## src/rtl/if_fetch_buf.sv

```systemverilog
// if_fetch_buf: instruction fetch buffer between the PC stage and decode.
// Each accepted memory request reserves an entry in program order. In-order
// responses fill those entries, and decode pops them. A flush discards every
// buffered entry and drops the responses that are still in flight.
// Optional feature macro: FETCH_BYPASS_EN. When it is defined, a response
// that targets the head entry is forwarded to decode in the same cycle.
`ifndef CPU_WIDTH
`define CPU_WIDTH 32
`endif

module if_fetch_buf #(
  parameter int DEPTH      = 4,
  parameter int INST_WIDTH = 32
) (
  input  logic                  clk,
  input  logic                  rst,
  input  logic                  ena,
  input  logic [`CPU_WIDTH-1:0] curr_pc,
  output logic                  pc_adv,
  output logic                  imem_req_valid,
  input  logic                  imem_req_ready,
  output logic [`CPU_WIDTH-1:0] imem_req_addr,
  input  logic                  imem_rsp_valid,
  input  logic [INST_WIDTH-1:0] imem_rsp_data,
  input  logic                  flush,
  output logic                  id_valid,
  input  logic                  id_ready,
  output logic [INST_WIDTH-1:0] id_inst,
  output logic [`CPU_WIDTH-1:0] id_pc
);

  localparam int AW = (DEPTH > 1) ? $clog2(DEPTH) : 1;
  localparam int CW = AW + 1;
  // The discard counter can build up across back-to-back flushes, so it is
  // given extra headroom beyond the entry count.
  localparam int DW = AW + 4;

  logic [`CPU_WIDTH-1:0] pc_q   [DEPTH];
  logic [INST_WIDTH-1:0] inst_q [DEPTH];
  logic [DEPTH-1:0]      filled_q, filled_d;
  logic [AW-1:0]         alloc_q, alloc_d, fill_q, fill_d, rd_q, rd_d;
  logic [CW-1:0]         count_q, count_d, pend_q, pend_d;
  logic [DW-1:0]         disc_q, disc_d;

  logic alloc_now, fill_now, drop, byp, pop;

  assign imem_req_valid = ena & ~flush & ~rst & (count_q < CW'(DEPTH));
  assign imem_req_addr  = curr_pc;
  assign alloc_now      = imem_req_valid & imem_req_ready;
  assign pc_adv         = alloc_now;

  // A response fills an entry only when no flushed fetch is left to drop and
  // an entry is waiting for data. Any other response is a stray and is ignored.
  assign drop     = imem_rsp_valid & (disc_q != '0);
  assign fill_now = imem_rsp_valid & (disc_q == '0) & (pend_q != '0);

`ifdef FETCH_BYPASS_EN
  assign byp = fill_now & (fill_q == rd_q) & ~filled_q[rd_q];
`else
  assign byp = 1'b0;
`endif

  assign id_valid = (filled_q[rd_q] | byp) & ~flush & ~rst;
  assign id_inst  = id_valid ? (byp ? imem_rsp_data : inst_q[rd_q]) : '0;
  assign id_pc    = id_valid ? pc_q[rd_q] : '0;
  assign pop      = id_valid & id_ready;

  // Next-state logic for the pointers, the occupancy counts and the filled bits.
  always_comb begin
    filled_d = filled_q;
    alloc_d  = alloc_q;
    fill_d   = fill_q;
    rd_d     = rd_q;
    count_d  = count_q;
    pend_d   = pend_q;
    disc_d   = disc_q;
    if (flush) begin
      // Every allocated entry that is not yet filled still has a response on
      // the way. Those responses join the ones already queued for dropping.
      filled_d = '0;
      alloc_d  = '0;
      fill_d   = '0;
      rd_d     = '0;
      count_d  = '0;
      pend_d   = '0;
      disc_d   = disc_q - DW'(drop) + DW'(pend_q) - DW'(fill_now);
    end else begin
      // A bypassed entry that is popped in the same cycle is never retained.
      if (fill_now && !(byp && pop)) filled_d[fill_q] = 1'b1;
      if (pop) filled_d[rd_q] = 1'b0;
      if (alloc_now) alloc_d = alloc_q + AW'(1);
      if (fill_now)  fill_d  = fill_q + AW'(1);
      if (pop)       rd_d    = rd_q + AW'(1);
      count_d = count_q + CW'(alloc_now) - CW'(pop);
      pend_d  = pend_q + CW'(alloc_now) - CW'(fill_now);
      if (drop) disc_d = disc_q - DW'(1);
    end
  end

  // Control state register. Reset takes priority over everything else.
  always_ff @(posedge clk) begin
    if (rst) begin
      filled_q <= '0;
      alloc_q  <= '0;
      fill_q   <= '0;
      rd_q     <= '0;
      count_q  <= '0;
      pend_q   <= '0;
      disc_q   <= '0;
    end else begin
      filled_q <= filled_d;
      alloc_q  <= alloc_d;
      fill_q   <= fill_d;
      rd_q     <= rd_d;
      count_q  <= count_d;
      pend_q   <= pend_d;
      disc_q   <= disc_d;
    end
  end

  // Entry payload storage. It is not reset, because the filled bits guard every read.
  always_ff @(posedge clk) begin
    if (!rst && !flush) begin
      if (alloc_now) pc_q[alloc_q]  <= curr_pc;
      if (fill_now)  inst_q[fill_q] <= imem_rsp_data;
    end
  end

endmodule

```

## config.mk

```make
export PLATFORM = sky130hd
export DESIGN_NAME = if_fetch_buf
export DESIGN_NICKNAME = d
export VERILOG_FILES = /design/src/rtl/if_fetch_buf.sv
export SDC_FILE = /design/constraint.sdc
export NUM_CORES = 1
export LEC_CHECK = 0
export ABC_AREA = 1
export CORE_AREA = 3 3 236 180
export CTS_CLUSTER_SIZE = 24
export DETAILED_ROUTE_END_ITERATION = 10
export DIE_AREA = 0 0 239 183
export PLACE_DENSITY = 0.49
export SLEW_MARGIN = 20
export SYNTH_ARGS = -nofsm -noshare
export SYNTH_HDL_FRONTEND = slang
export SYNTH_SLANG_ARGS = --single-unit
```

## constraint.sdc

```tcl
create_clock -name clk -period 2.85 [get_ports clk]
set_input_delay 0.57 -clock clk [delete_from_list [all_inputs] [get_ports clk]]
set_output_delay 0.57 -clock clk [all_outputs]
set_load 0.01 [all_outputs]
```

==> results of run 1 <==
==> layout make-up <==
class                   count  area share, %
diodes                      1         0.0159
clock buffers              39           4.99
clock inverters            13          0.931
inverters                  56           1.36
multi-input cells         607           20.8
flip-flops and latches    280           52.0
well taps                 528           4.20
repair buffers            237           15.7
==> synth_stat cells <==
cell	n
sky130_fd_sc_hd__a21oi_1	33
sky130_fd_sc_hd__a21oi_2	49
sky130_fd_sc_hd__buf_1	8
sky130_fd_sc_hd__buf_2	6
sky130_fd_sc_hd__buf_4	46
sky130_fd_sc_hd__buf_6	6
sky130_fd_sc_hd__clkbuf_1	15
sky130_fd_sc_hd__dfxtp_1	24
sky130_fd_sc_hd__edfxtp_1	256
sky130_fd_sc_hd__fa_1	5
sky130_fd_sc_hd__ha_1	26
sky130_fd_sc_hd__inv_1	51
sky130_fd_sc_hd__inv_2	5
sky130_fd_sc_hd__nand2_1	38
sky130_fd_sc_hd__nand2_2	3
sky130_fd_sc_hd__nand3_1	12
sky130_fd_sc_hd__nand3_2	1
sky130_fd_sc_hd__nand4_1	2
sky130_fd_sc_hd__nor2_1	285
sky130_fd_sc_hd__nor2_2	2
sky130_fd_sc_hd__nor2_4	2
sky130_fd_sc_hd__o211ai_1	2
sky130_fd_sc_hd__o21ai_0	136
sky130_fd_sc_hd__o21ai_1	6
sky130_fd_sc_hd__xnor2_1	1
sky130_fd_sc_hd__xor2_1	4
==> kinds of logic (layout without fill, tap and decap cells) <==
family / after synthesis / after routing
DFF: 280 / 280
adders and majority gates: 31 / 31
and+or+nand+nor: 345 / 345
other: 0 / 1
AOI/OAI and AO/OA: 226 / 226
buffers and inverters: 137 / 345
xor gates and xnor gates: 5 / 5
==> where the power goes <==
group	leakage [nW]	internal, W	switching, W
Sequential	2.50	0.00451	0.0000195
Clock	0.455	0.00219	0.00155
Combinational	2.91	0.000411	0.000430
Total	5.87	0.00712	0.00200
==> through the flow <==
step	setup WS, ps	TNS, ps	power, W	instance area, µm²
CTS	-102	-424	0.00922	15500
detailed placement	-521	-7530	0.00541	14500
global route	-166	-344	0.00955	15700
finish	1.82	0	0.00912	15700
global placement	-512	-8450	0.00540	14500
floorplan	-32.0	-4100	0.00506	12100
==> layer usage <==
layer / global-route usage [%] / share of wire, % / wire length [µm] / vias up
met5: 0 / 0.044 / 13 / -
met2: 21.2 / 46 / 13500 / 167
met3: 2.66 / 5.2 / 1540 / 40
met4: 2.97 / 1.8 / 532 / 2
met1: 18.6 / 47 / 14100 / 3676
li1: - / - / - / 3875
==> path summary, 6_finish.rpt <==
check                         startpoint                     end  depth (start not counted)
setup / recovery  disc_q[1]$_SDFFE_PP0P_  disc_q[2]$_SDFFE_PP0P_                         17
hold / removal     count_q[2]$_SDFF_PP0_   count_q[2]$_SDFF_PP0_                          1
setup reg to reg  disc_q[1]$_SDFFE_PP0P_  disc_q[2]$_SDFFE_PP0P_                         17
hold reg to reg    count_q[2]$_SDFF_PP0_   count_q[2]$_SDFF_PP0_                          1
==> registers in the layout, indices dropped and copies added (netlist names), named ones only <==
name,count
alloc_q,2
count_q,3
disc_q,6
fill_q,2
filled_q,4
inst_q,128
pc_q,128
pend_q,3
rd_q,2
==> worst max-delay path, cell delays in order, from the launching register on <==
cell,delay [ps]
sky130_fd_sc_hd__dfxtp_2,320
sky130_fd_sc_hd__inv_2,70
sky130_fd_sc_hd__ha_4,160
sky130_fd_sc_hd__nand3_4,100
sky130_fd_sc_hd__nand2_4,80
sky130_fd_sc_hd__inv_2,40
sky130_fd_sc_hd__fa_1,510
sky130_fd_sc_hd__fa_1,420
sky130_fd_sc_hd__inv_2,80
sky130_fd_sc_hd__ha_4,120
sky130_fd_sc_hd__inv_2,30
sky130_fd_sc_hd__fa_2,340
sky130_fd_sc_hd__inv_2,70
sky130_fd_sc_hd__buf_4,100
sky130_fd_sc_hd__nor2_1,30
sky130_fd_sc_hd__o21ai_1,110
sky130_fd_sc_hd__nand2_1,60
sky130_fd_sc_hd__a21oi_1,140
==> what timing repair did <==
| item | in CTS | in global routing |
|---|---|---|
| setup buffers | 8 | 9 |
| gates cloned | 1 | 3 |
| resized for setup | 94 | 36 |
| pin swaps | 8 | 9 |
| setup endpoints to repair | 67 | 20 |
==> reports/qor.log, run 1 <==
INFO  critical_path  setup.worst_path.end_class=register
INFO  routing        drt-vias-per-instance=4.41
INFO  pwr            total_leakage_power=5.87nW
INFO  critical_path  worst_ep_required_time=3340ps
INFO  clocking       cts-htree-levels=1
INFO  synth          ys_seq_elements=280
INFO  timing         clock.fmax=351MHz
INFO  routing        drtIter0Drc=320
INFO  synth          syn_area_per_cell=11.8µm²
INFO  min_path       timing.hold.worst.class=register to register
INFO  critical_path  cp-start-kind=register
INFO  finish         final_cell_mix=277 x sky130_fd_sc_hd__nor2_1, 256 x sky130_fd_sc_hd__edfxtp_1, 117 x sky130_fd_sc_hd__o21ai_0, 101 x sky130_fd_sc_hd__clkdlybuf4s50_1, 51 x sky130_fd_sc_hd__a21oi_2
INFO  clocking       clock_input_transition_at_the_sequential_cells_of_the_worst_setup_and_hold_paths=60ps
INFO  grt            all_layer_gr_usage=13.2%
INFO  grt            maximum_number_of_pins_on_one_net_before_global_route_repair=65
INFO  clocking       cts.root.buffer_cell=sky130_fd_sc_hd__clkbuf_16
INFO  synth          yosys.area_share.adder=3.53%
INFO  synth          synth_mux_area_share=0%
INFO  floorplan      io_pins=170
INFO  place          gp_routability_congestion=0.771
INFO  routing        post_drt_wl_per_cell=16.8µm
INFO  synth          synth_compound_gate_area_share=11.0%
INFO  synth          synth_simple_gate_area_share=11.2%
INFO  clocking       clkSinkCount=280
INFO  synth          yosysTopAreaCell=sky130_fd_sc_hd__edfxtp_1
INFO  finish         fin_cells=1761
INFO  timing         hold_viol_final=0
INFO  outcome        status=finished, final reports clean
INFO  clocking       numCtsBuffers=30
INFO  floorplan      core-area=40500µm²
INFO  synth          synth_sequential_area_ratio=67.8%
INFO  synth          netlist.area_leader.share=63.8%
INFO  routing        drtAntennaViolNets=0
INFO  critical_path  arrival=3340ps
INFO  grt            grt_first_pass_wirelength=44800µm
INFO  clocking       tritoncts=built
INFO  finish         layout-drive-gt1-share=16.3%
INFO  place          dp.cells=1687
INFO  synth          synth_nets=1126
INFO  floorplan      die_area=43700µm²
INFO  grt            grt_antenna_before_repair=2
INFO  timing         slew_viol_final=0
INFO  routing        drc=0
INFO  synth          number_of_instances_in_the_synthesized_netlist=1024
INFO  finish         synthToLayoutAreaGrowth=30.6%
INFO  synth          post_synth_instance_area=12000µm²
INFO  clocking       cts_hold_repair.buffers=0
INFO  finish         layout_commonest_cell=sky130_fd_sc_hd__nor2_1
INFO  clocking       clock_path_buffers=3
INFO  job            max-cap-violations=0
INFO  timing         max_slew.worst_pin.slew=510ps
INFO  critical_path  reg2reg_slack=2ps
INFO  grt            grt_pass1_vias=7620
INFO  synth          yosysWarningCount=0
INFO  grt            grt_overflow_total=0
INFO  floorplan      rows=64
INFO  place          port_buffers=169
INFO  finish         final_core_utilization=38.8%
INFO  synth          netlist-cell-type-count=26
INFO  finish         multiInputGateArea=3280µm²
INFO  synth          yosys-top-cells-area=sky130_fd_sc_hd__edfxtp_1 64%, sky130_fd_sc_hd__nor2_1 8.9%, sky130_fd_sc_hd__o21ai_0 5.7%
INFO  timing         final.hold.worst_slack=478ps
INFO  timing         period_needed=2850ps
INFO  place          place.detailed.hpwl=16800µm
INFO  finish         ff_latch_area=8180µm²
INFO  timing         final.setup_skew=15.4ps
INFO  routing        routed_wirelength=29700µm
INFO  finish         fillCellCount=3913
INFO  floorplan      dieHeight=183µm
INFO  timing         final.period_utilization=99.9%
INFO  synth          dominant_combinational_cell_family_by_area_after_synthesis=simple AND/OR/NAND/NOR gates
INFO  critical_path  path_class=register to register
INFO  pwr            max-vdd-ir-drop=381µV
INFO  timing         grt_setup_unrepaired=yes
INFO  routing        num_vias=7760
INFO  critical_path  worst_path_max_fanout=2
INFO  finish         finalNetCount=1314
INFO  pwr            power_density_of_the_placed_cells=580nW/µm²
INFO  timing         setup_violations=0
INFO  floorplan      start_util=29.7%
INFO  timing         worst_slew_margin_rel=66.0%
INFO  floorplan      die-width=239µm
INFO  routing        drtPass1Iterations=4
INFO  clocking       worstSkewPairLatency=570ps
INFO  synth          synth_xor_area_share=0.364%
Power figures use the tool's default switching activity.
==> inputs of run 2 (changes only) <==
--- a/config.mk
+++ b/config.mk
@@ -6,10 +6,11 @@
 export NUM_CORES = 1
 export LEC_CHECK = 0
 export ABC_AREA = 1
-export CORE_AREA = 3 3 236 180
+export CORE_AREA = 3 3 205 207
 export CTS_CLUSTER_SIZE = 24
 export DETAILED_ROUTE_END_ITERATION = 10
-export DIE_AREA = 0 0 239 183
+export DIE_AREA = 0 0 208 210
+export GPL_TIMING_DRIVEN = 0
 export PLACE_DENSITY = 0.49
 export SLEW_MARGIN = 20
 export SYNTH_ARGS = -nofsm -noshare
==> reports/qor.log, run 2 (synthesized netlist as in run 1, its figures left out) <==
INFO  place          dp.cells=1733
INFO  timing         setup_violations=1
INFO  routing        drtPass1Iterations=4
INFO  floorplan      start_util=29.7%
INFO  floorplan      core-area=40600µm²
INFO  pwr            netSwitchingFraction=22.0%
INFO  grt            grt.met1_usage=18.0%
INFO  critical_path  critPathBufInv=5
INFO  timing         postLayoutSetupSlackWorst=-17.3ps
INFO  clocking       cts_hold_repair.buffers=0
INFO  min_path       timing.hold.worst.class=register to register
INFO  timing         period_needed=2870ps
INFO  timing         grt_setup_unrepaired=yes
INFO  clocking       clkSinkCount=280
INFO  floorplan      rows=74
INFO  grt            grt_use_met2=23.2%
INFO  timing         final.hold.worst_slack=484ps
INFO  grt            grt_antenna_before_repair=2
INFO  clocking       worstSkewPairLatency=570ps
INFO  finish         final_cell_mix=275 x sky130_fd_sc_hd__nor2_1, 256 x sky130_fd_sc_hd__edfxtp_1, 135 x sky130_fd_sc_hd__o21ai_0, 101 x sky130_fd_sc_hd__clkdlybuf4s50_1, 64 x sky130_fd_sc_hd__dlygate4sd2_1
INFO  clocking       cts.root.buffer_cell=sky130_fd_sc_hd__clkbuf_16
INFO  timing         max_slew.worst_pin.slew=667ps
INFO  floorplan      io_pins=170
INFO  critical_path  critical_path.slowest_cell=sky130_fd_sc_hd__fa_1
INFO  critical_path  worst_ep_required_time=3280ps
INFO  finish         fin_cells=1805
INFO  floorplan      dieHeight=210µm
INFO  timing         clock.fmax=349MHz
INFO  place          place.detailed.hpwl=20000µm
INFO  critical_path  setup.worst_path.end_class=register
INFO  critical_path  critical_path.top_delay_family=adder cells
INFO  grt            grt_use_met3=2.72%
INFO  floorplan      die-width=208µm
INFO  outcome        violations=setup timing
INFO  pwr            power_frac_clock=40.5%
INFO  routing        drt-vias-per-instance=4.41
INFO  grt            grt.busiest_layer=met2
INFO  pwr            switchingPower=0.00200W
INFO  place          port_buffers=169
INFO  grt            grt_first_pass_wirelength=46600µm
INFO  routing        drtIter0Drc=365
INFO  clocking       cts-htree-levels=1
INFO  timing         slew_viol_final=0
INFO  pwr            seq_power_share=50.1%
INFO  finish         synthToLayoutAreaGrowth=32.2%
INFO  pwr            total_leakage_power=5.94nW
INFO  critical_path  crit_top_cell=sky130_fd_sc_hd__inv_2
INFO  critical_path  worst_path_max_fanout=2
INFO  grt            grt_pass1_vias=7986
INFO  routing        num_vias=7967
INFO  clocking       numCtsBuffers=30
INFO  clocking       clock_path_buffers=3
INFO  critical_path  path_class=register to register
INFO  critical_path  arrival=3300ps
INFO  routing        post_drt_wl_per_cell=16.9µm
INFO  clocking       tritoncts=built
INFO  critical_path  cp_slowest_stage_delay=480ps
INFO  timing         final.period_utilization=101%
INFO  grt            grt_overflow_total=0
INFO  finish         finalNetCount=1354
INFO  finish         final_core_utilization=39.3%
INFO  pwr            power_density_of_the_placed_cells=570nW/µm²
INFO  critical_path  critical_path.cell_chain=inv_2, ha_4, nand3_4, nand2_4, inv_4, fa_1, fa_1, inv_2, ha_4, inv_2, fa_2, inv_2, nand3_2, a21oi_2, nor2_2, nor2_1, nor2_1
INFO  pwr            max-vdd-ir-drop=432µV
INFO  timing         hold_viol_final=0
INFO  finish         layout_commonest_cell=sky130_fd_sc_hd__nor2_1
INFO  routing        drtAntennaViolNets=0
INFO  place          dp_worst_setup_slack=-800ps
INFO  floorplan      die_area=43700µm²
INFO  outcome        status=finished, violations left
INFO  critical_path  cp-start-kind=register
INFO  place          gp_routability_congestion=0.726
INFO  routing        routed_wirelength=30400µm
INFO  finish         biggest_regs=inst_q: 128 flops, pc_q: 128 flops, disc_q: 6 flops
INFO  grt            maximum_number_of_pins_on_one_net_before_global_route_repair=23
INFO  routing        drc=0
INFO  job            max-cap-violations=0
INFO  timing         worst_slew_margin_rel=55.4%
INFO  finish         layout-drive-gt1-share=20.1%
INFO  clocking       clock_input_transition_at_the_sequential_cells_of_the_worst_setup_and_hold_paths=60ps
INFO  grt            all_layer_gr_usage=13.6%
INFO  pwr            combinational_power_share=9.4%
INFO  pwr            power_report.internal_total=0.00707W
INFO  timing         final.setup_skew=21.7ps
## run 2: changes by cell type in the layout (fill, tap and decap cells not counted), sizes merged
cell           previous run  this run
clkbuf                   46        58
dlymetal6s2s             10         2
inv                      55        56
buf                      65        92
bufinv                    3         1
dlygate4sd2              47        64
clkinv                   11         9
bufbuf                    0         1
clkdlybuf4s15             7         1
## run 2: path summary, 6_finish.rpt
| path | slack [ps] | startpoint | cells after the start | endpoint |
|---|---|---|---|---|
| worst max-delay path | -20 | disc_q[5]$_SDFFE_PP0P_ | 17 | disc_q[4]$_SDFFE_PP0P_ |
| worst max register to register | -20 | disc_q[5]$_SDFFE_PP0P_ | 17 | disc_q[4]$_SDFFE_PP0P_ |
| worst min register to register | 480 | count_q[2]$_SDFF_PP0_ | 1 | count_q[2]$_SDFF_PP0_ |
| worst min-delay path | 480 | count_q[2]$_SDFF_PP0_ | 1 | count_q[2]$_SDFF_PP0_ |
## run 2: metal layers
metal	wire length [µm]	up-vias
li1	-	3967
met1	13700	3828
met2	14900	131
met3	1320	37
met4	491	4
met5	25	-
## run 2: layout make-up
type | instances | area (µm²)
inverter | 56 | 213
sequential | 280 | 8180
buffer | 81 | 656
multi-input combinational | 607 | 3310
clock buffer | 42 | 846
antenna | 1 | 2.50
fill | 3958 | 24600
timing repair buffer | 196 | 1970
clock inverter | 10 | 86.3
tap | 532 | 666
## run 2: power by group through the flow
stage | combinational (W) | clock, W | sequential, W
after detailed placement | 0.000737 | 0 | 0.00462
after CTS | 0.000831 | 0.00379 | 0.00454
after global routing | 0.000959 | 0.00397 | 0.00454
final | 0.000854 | 0.00368 | 0.00454
after global placement | 0.000718 | 0 | 0.00462
after floorplan | 0.000442 | 0 | 0.00462
## run 2: what timing repair did
| item | CTS | global route |
|---|---|---|
| pin swaps | 14 | 11 |
| resized for setup | 146 | 12 |
| setup buffers | 12 | 6 |
| gates cloned | 1 | 0 |
| setup endpoints to repair | 69 | 10 |
## run 2: worst register-to-register path: stages, from the launching register on
cell and delay, ps:
sky130_fd_sc_hd__dfxtp_2 330, sky130_fd_sc_hd__inv_2 70, sky130_fd_sc_hd__ha_4 140, sky130_fd_sc_hd__nand3_4 100, sky130_fd_sc_hd__nand2_4 90, sky130_fd_sc_hd__inv_4 40, sky130_fd_sc_hd__fa_1 480, sky130_fd_sc_hd__fa_1 420
sky130_fd_sc_hd__inv_2 80, sky130_fd_sc_hd__ha_4 130, sky130_fd_sc_hd__inv_2 30, sky130_fd_sc_hd__fa_2 340, sky130_fd_sc_hd__inv_2 70, sky130_fd_sc_hd__nand3_2 80, sky130_fd_sc_hd__a21oi_2 150, sky130_fd_sc_hd__nor2_2 60
sky130_fd_sc_hd__nor2_1 100, sky130_fd_sc_hd__nor2_1 50
## run 2: through the flow
| stage | power (W) | TNS, ps | instance area (µm²) |
|---|---|---|---|
| after global routing | 0.00947 | -283 | 15900 |
| final | 0.00907 | -17.3 | 15900 |
| after global placement | 0.00534 | -530960 | 14400 |
| after CTS | 0.00916 | -160 | 15900 |
| after detailed placement | 0.00536 | -43510 | 14700 |
| after floorplan | 0.00506 | -4100 | 12100 |
==> inputs of run 3 (changes only) <==
--- a/config.mk
+++ b/config.mk
@@ -6,10 +6,10 @@
 export NUM_CORES = 1
 export LEC_CHECK = 0
 export ABC_AREA = 1
-export CORE_AREA = 3 3 205 207
+export CORE_AREA = 4 4 206 208
 export CTS_CLUSTER_SIZE = 24
 export DETAILED_ROUTE_END_ITERATION = 10
-export DIE_AREA = 0 0 208 210
+export DIE_AREA = 0 0 210 212
 export GPL_TIMING_DRIVEN = 0
 export PLACE_DENSITY = 0.49
 export SLEW_MARGIN = 20
==> reports/qor.log, run 3 (synthesized netlist as in run 1, its figures left out) <==
INFO  outcome        status=finished, violations left
INFO  outcome        violations=setup timing
INFO  timing         grt_setup_unrepaired=yes
INFO  place          gp_routability_congestion=0.719
INFO  routing        wl_met2=14700µm
INFO  place          port_buffers=169
INFO  timing         clock.fmax=340MHz
INFO  floorplan      io_pins=170
INFO  floorplan      start_util=29.7%
INFO  clocking       worstSkewPairLatency=560ps
INFO  grt            grt_antenna_before_repair=3
INFO  critical_path  worst_ep_required_time=3300ps
INFO  timing         final.period_utilization=103%
INFO  finish         num_antenna_cells=0
INFO  timing         postLayoutSetupSlackWorst=-87.0ps
INFO  routing        dr_wl_met3=1530µm
INFO  clocking       clkSinkCount=280
INFO  finish         final_cell_mix=276 x sky130_fd_sc_hd__nor2_1, 256 x sky130_fd_sc_hd__edfxtp_1, 134 x sky130_fd_sc_hd__o21ai_0, 102 x sky130_fd_sc_hd__clkdlybuf4s50_1
INFO  min_path       hold_start=rst
INFO  min_path       hold_end=disc_q[2]$_SDFFE_PP0P_
INFO  finish         multiInputGateArea=3300µm²
INFO  critical_path  cp_slowest_stage_delay=490ps
INFO  floorplan      die-width=210µm
INFO  critical_path  reg2reg_slack=-90ps
INFO  critical_path  path_class=register to register
INFO  floorplan      rows=74
INFO  grt            grt_overflow_total=0
INFO  routing        routed_wirelength=30800µm
INFO  critical_path  arrival=3390ps
INFO  timing         max_slew.worst_pin.slew=696ps
INFO  finish         fillCellCount=3952
INFO  critical_path  cp-start-kind=register
INFO  routing        detail_route.wirelength.met1=14000µm
INFO  critical_path  setup.worst_path.end_class=register
INFO  routing        drtPass1Iterations=4
INFO  pwr            total_leakage_power=5.97nW
INFO  finish         ff_latch_area=8180µm²
INFO  pwr            max-vdd-ir-drop=472µV
INFO  floorplan      core-area=40600µm²
INFO  clocking       tritoncts=built
INFO  routing        drc=0
INFO  clocking       clock_input_transition_at_the_sequential_cells_of_the_worst_setup_and_hold_paths=60ps
INFO  min_path       worst_hold_path.num_cells=2
INFO  clocking       clock_path_buffers=3
INFO  finish         final_core_utilization=39.3%
INFO  routing        dr.max_layer_used=met5
INFO  timing         period_needed=2940ps
INFO  clocking       cts-htree-levels=1
INFO  floorplan      die_area=44500µm²
INFO  timing         final.setup_skew=9.25ps
INFO  finish         biggest_regs=inst_q: 128 flops, pc_q: 128 flops, disc_q: 6 flops
INFO  clocking       numCtsBuffers=30
INFO  place          post_dp_cell_area=14700µm²
INFO  pwr            power.total=0.00918W
INFO  routing        post_drt_wl_per_cell=17.0µm
INFO  job            max-cap-violations=0
INFO  critical_path  r2r_cells=17
INFO  timing         setup_violations=2
INFO  routing        drtIter0Drc=368
INFO  min_path       timing.hold.worst.class=primary input to register
INFO  floorplan      dieHeight=212µm
INFO  timing         final.hold.worst_slack=411ps
INFO  finish         layout_commonest_cell=sky130_fd_sc_hd__nor2_1
INFO  grt            grt_first_pass_wirelength=46900µm
INFO  finish         synthToLayoutAreaGrowth=32.3%
INFO  critical_path  worst_path_max_fanout=2
INFO  routing        drtAntennaViolNets=0
INFO  critical_path  crit_top_cell=sky130_fd_sc_hd__inv_2
INFO  grt            grt_pass1_vias=8247
INFO  grt            maximum_number_of_pins_on_one_net_before_global_route_repair=23
INFO  grt            all_layer_gr_usage=13.5%
INFO  critical_path  critical_path.slowest_cell=sky130_fd_sc_hd__fa_1
INFO  critical_path  regToRegEndpoint=disc_q[4]$_SDFFE_PP0P_
INFO  place          place.detailed.hpwl=20000µm
INFO  clocking       cts.root.buffer_cell=sky130_fd_sc_hd__clkbuf_16
INFO  timing         fin_tns_setup=-100ps
INFO  finish         final_design_area_no_fill=15900µm²
INFO  timing         hold_viol_final=0
INFO  routing        num_vias=7998
INFO  routing        drt-vias-per-instance=4.42
INFO  timing         worst_slew_margin_rel=53.5%
INFO  pwr            power_density_of_the_placed_cells=576nW/µm²
INFO  timing         slew_viol_final=0
INFO  finish         layout-drive-gt1-share=20.1%
INFO  finish         finalNetCount=1354
INFO  critical_path  critical_path.cell_chain=inv_2, ha_4, nand3_4, nand2_4, inv_4, fa_1, fa_1, inv_1, ha_2, inv_2, fa_2, inv_2, nand3_4, a21oi_2, nor2_2, nor2_1, nor2_1
INFO  critical_path  timing.rr.start=disc_q[0]$_SDFFE_PP0P_
-- run 3: metrics by stage --
step / std cells / setup WS, ps
floorplan: 1024 / -32.0
global placement: 1725 / -2000
detailed placement: 1733 / -789
CTS: 1803 / -149
global route: 1808 / -213
finish: 1808 / -87.0
-- run 3: area by class of cell --
type / instances / share of cell area (%)
Inverter: 56 / 1.33
Clock inverter: 22 / 1.23
Sequential cell: 280 / 51.3
Buffer: 81 / 4.10
Tap cell: 532 / 4.18
Multi-Input combinational cell: 607 / 20.7
Clock buffer: 34 / 4.80
Timing Repair Buffer: 196 / 12.3
-- run 3: critical path: cells and delay by family, from the launching register on --
kind	cells	cell delay [ps]
buffers and inverters	5	310
and+or+nand+nor	6	460
AOI/OAI and AO/OA	1	150
DFF	1	320
adders and majority gates	5	1580
-- run 3: per-layer routing --
layer  up-vias  track usage, %
li1       3964               -
met1      3833            17.7
met2       149            22.9
met3        46            2.82
met4         6            3.44
met5         -               0
-- run 3: timing repair --
item | 4_1_cts | 5_1_grt
hold endpoints to repair | 0 | 0
resized for setup | 138 | 16
hold buffers | 0 | 0
pin swaps | 8 | 6
buffers inserted | 14 | 5
endpoints found under the setup margin | 69 | 55
-- run 3: power by group --
| group | total [W] | switching, W | leakage, nW | internal [W] |
|---|---|---|---|---|
| sequential | 0.00454 | 0.0000239 | 2.50 | 0.00451 |
| combinational | 0.000852 | 0.000435 | 3.00 | 0.000417 |
| clock | 0.00379 | 0.00160 | 0.471 | 0.00220 |
-- run 3: worst max-delay path by stage --
stage	start	endpoint	slack, ps
2_1_floorplan	flush	pc_q[0][0]$_DFFE_PP_	-30
3_3_place_gp	flush	inst_q[3][29]$_DFFE_PP_	-2000
3_5_place_dp	imem_rsp_valid	disc_q[4]$_SDFFE_PP0P_	-790
4_1_cts	rd_q[1]$_SDFFE_PP0P_	id_inst[23]	-150
5_1_grt	disc_q[0]$_SDFFE_PP0P_	disc_q[4]$_SDFFE_PP0P_	-210
6_report	disc_q[0]$_SDFFE_PP0P_	disc_q[4]$_SDFFE_PP0P_	-90
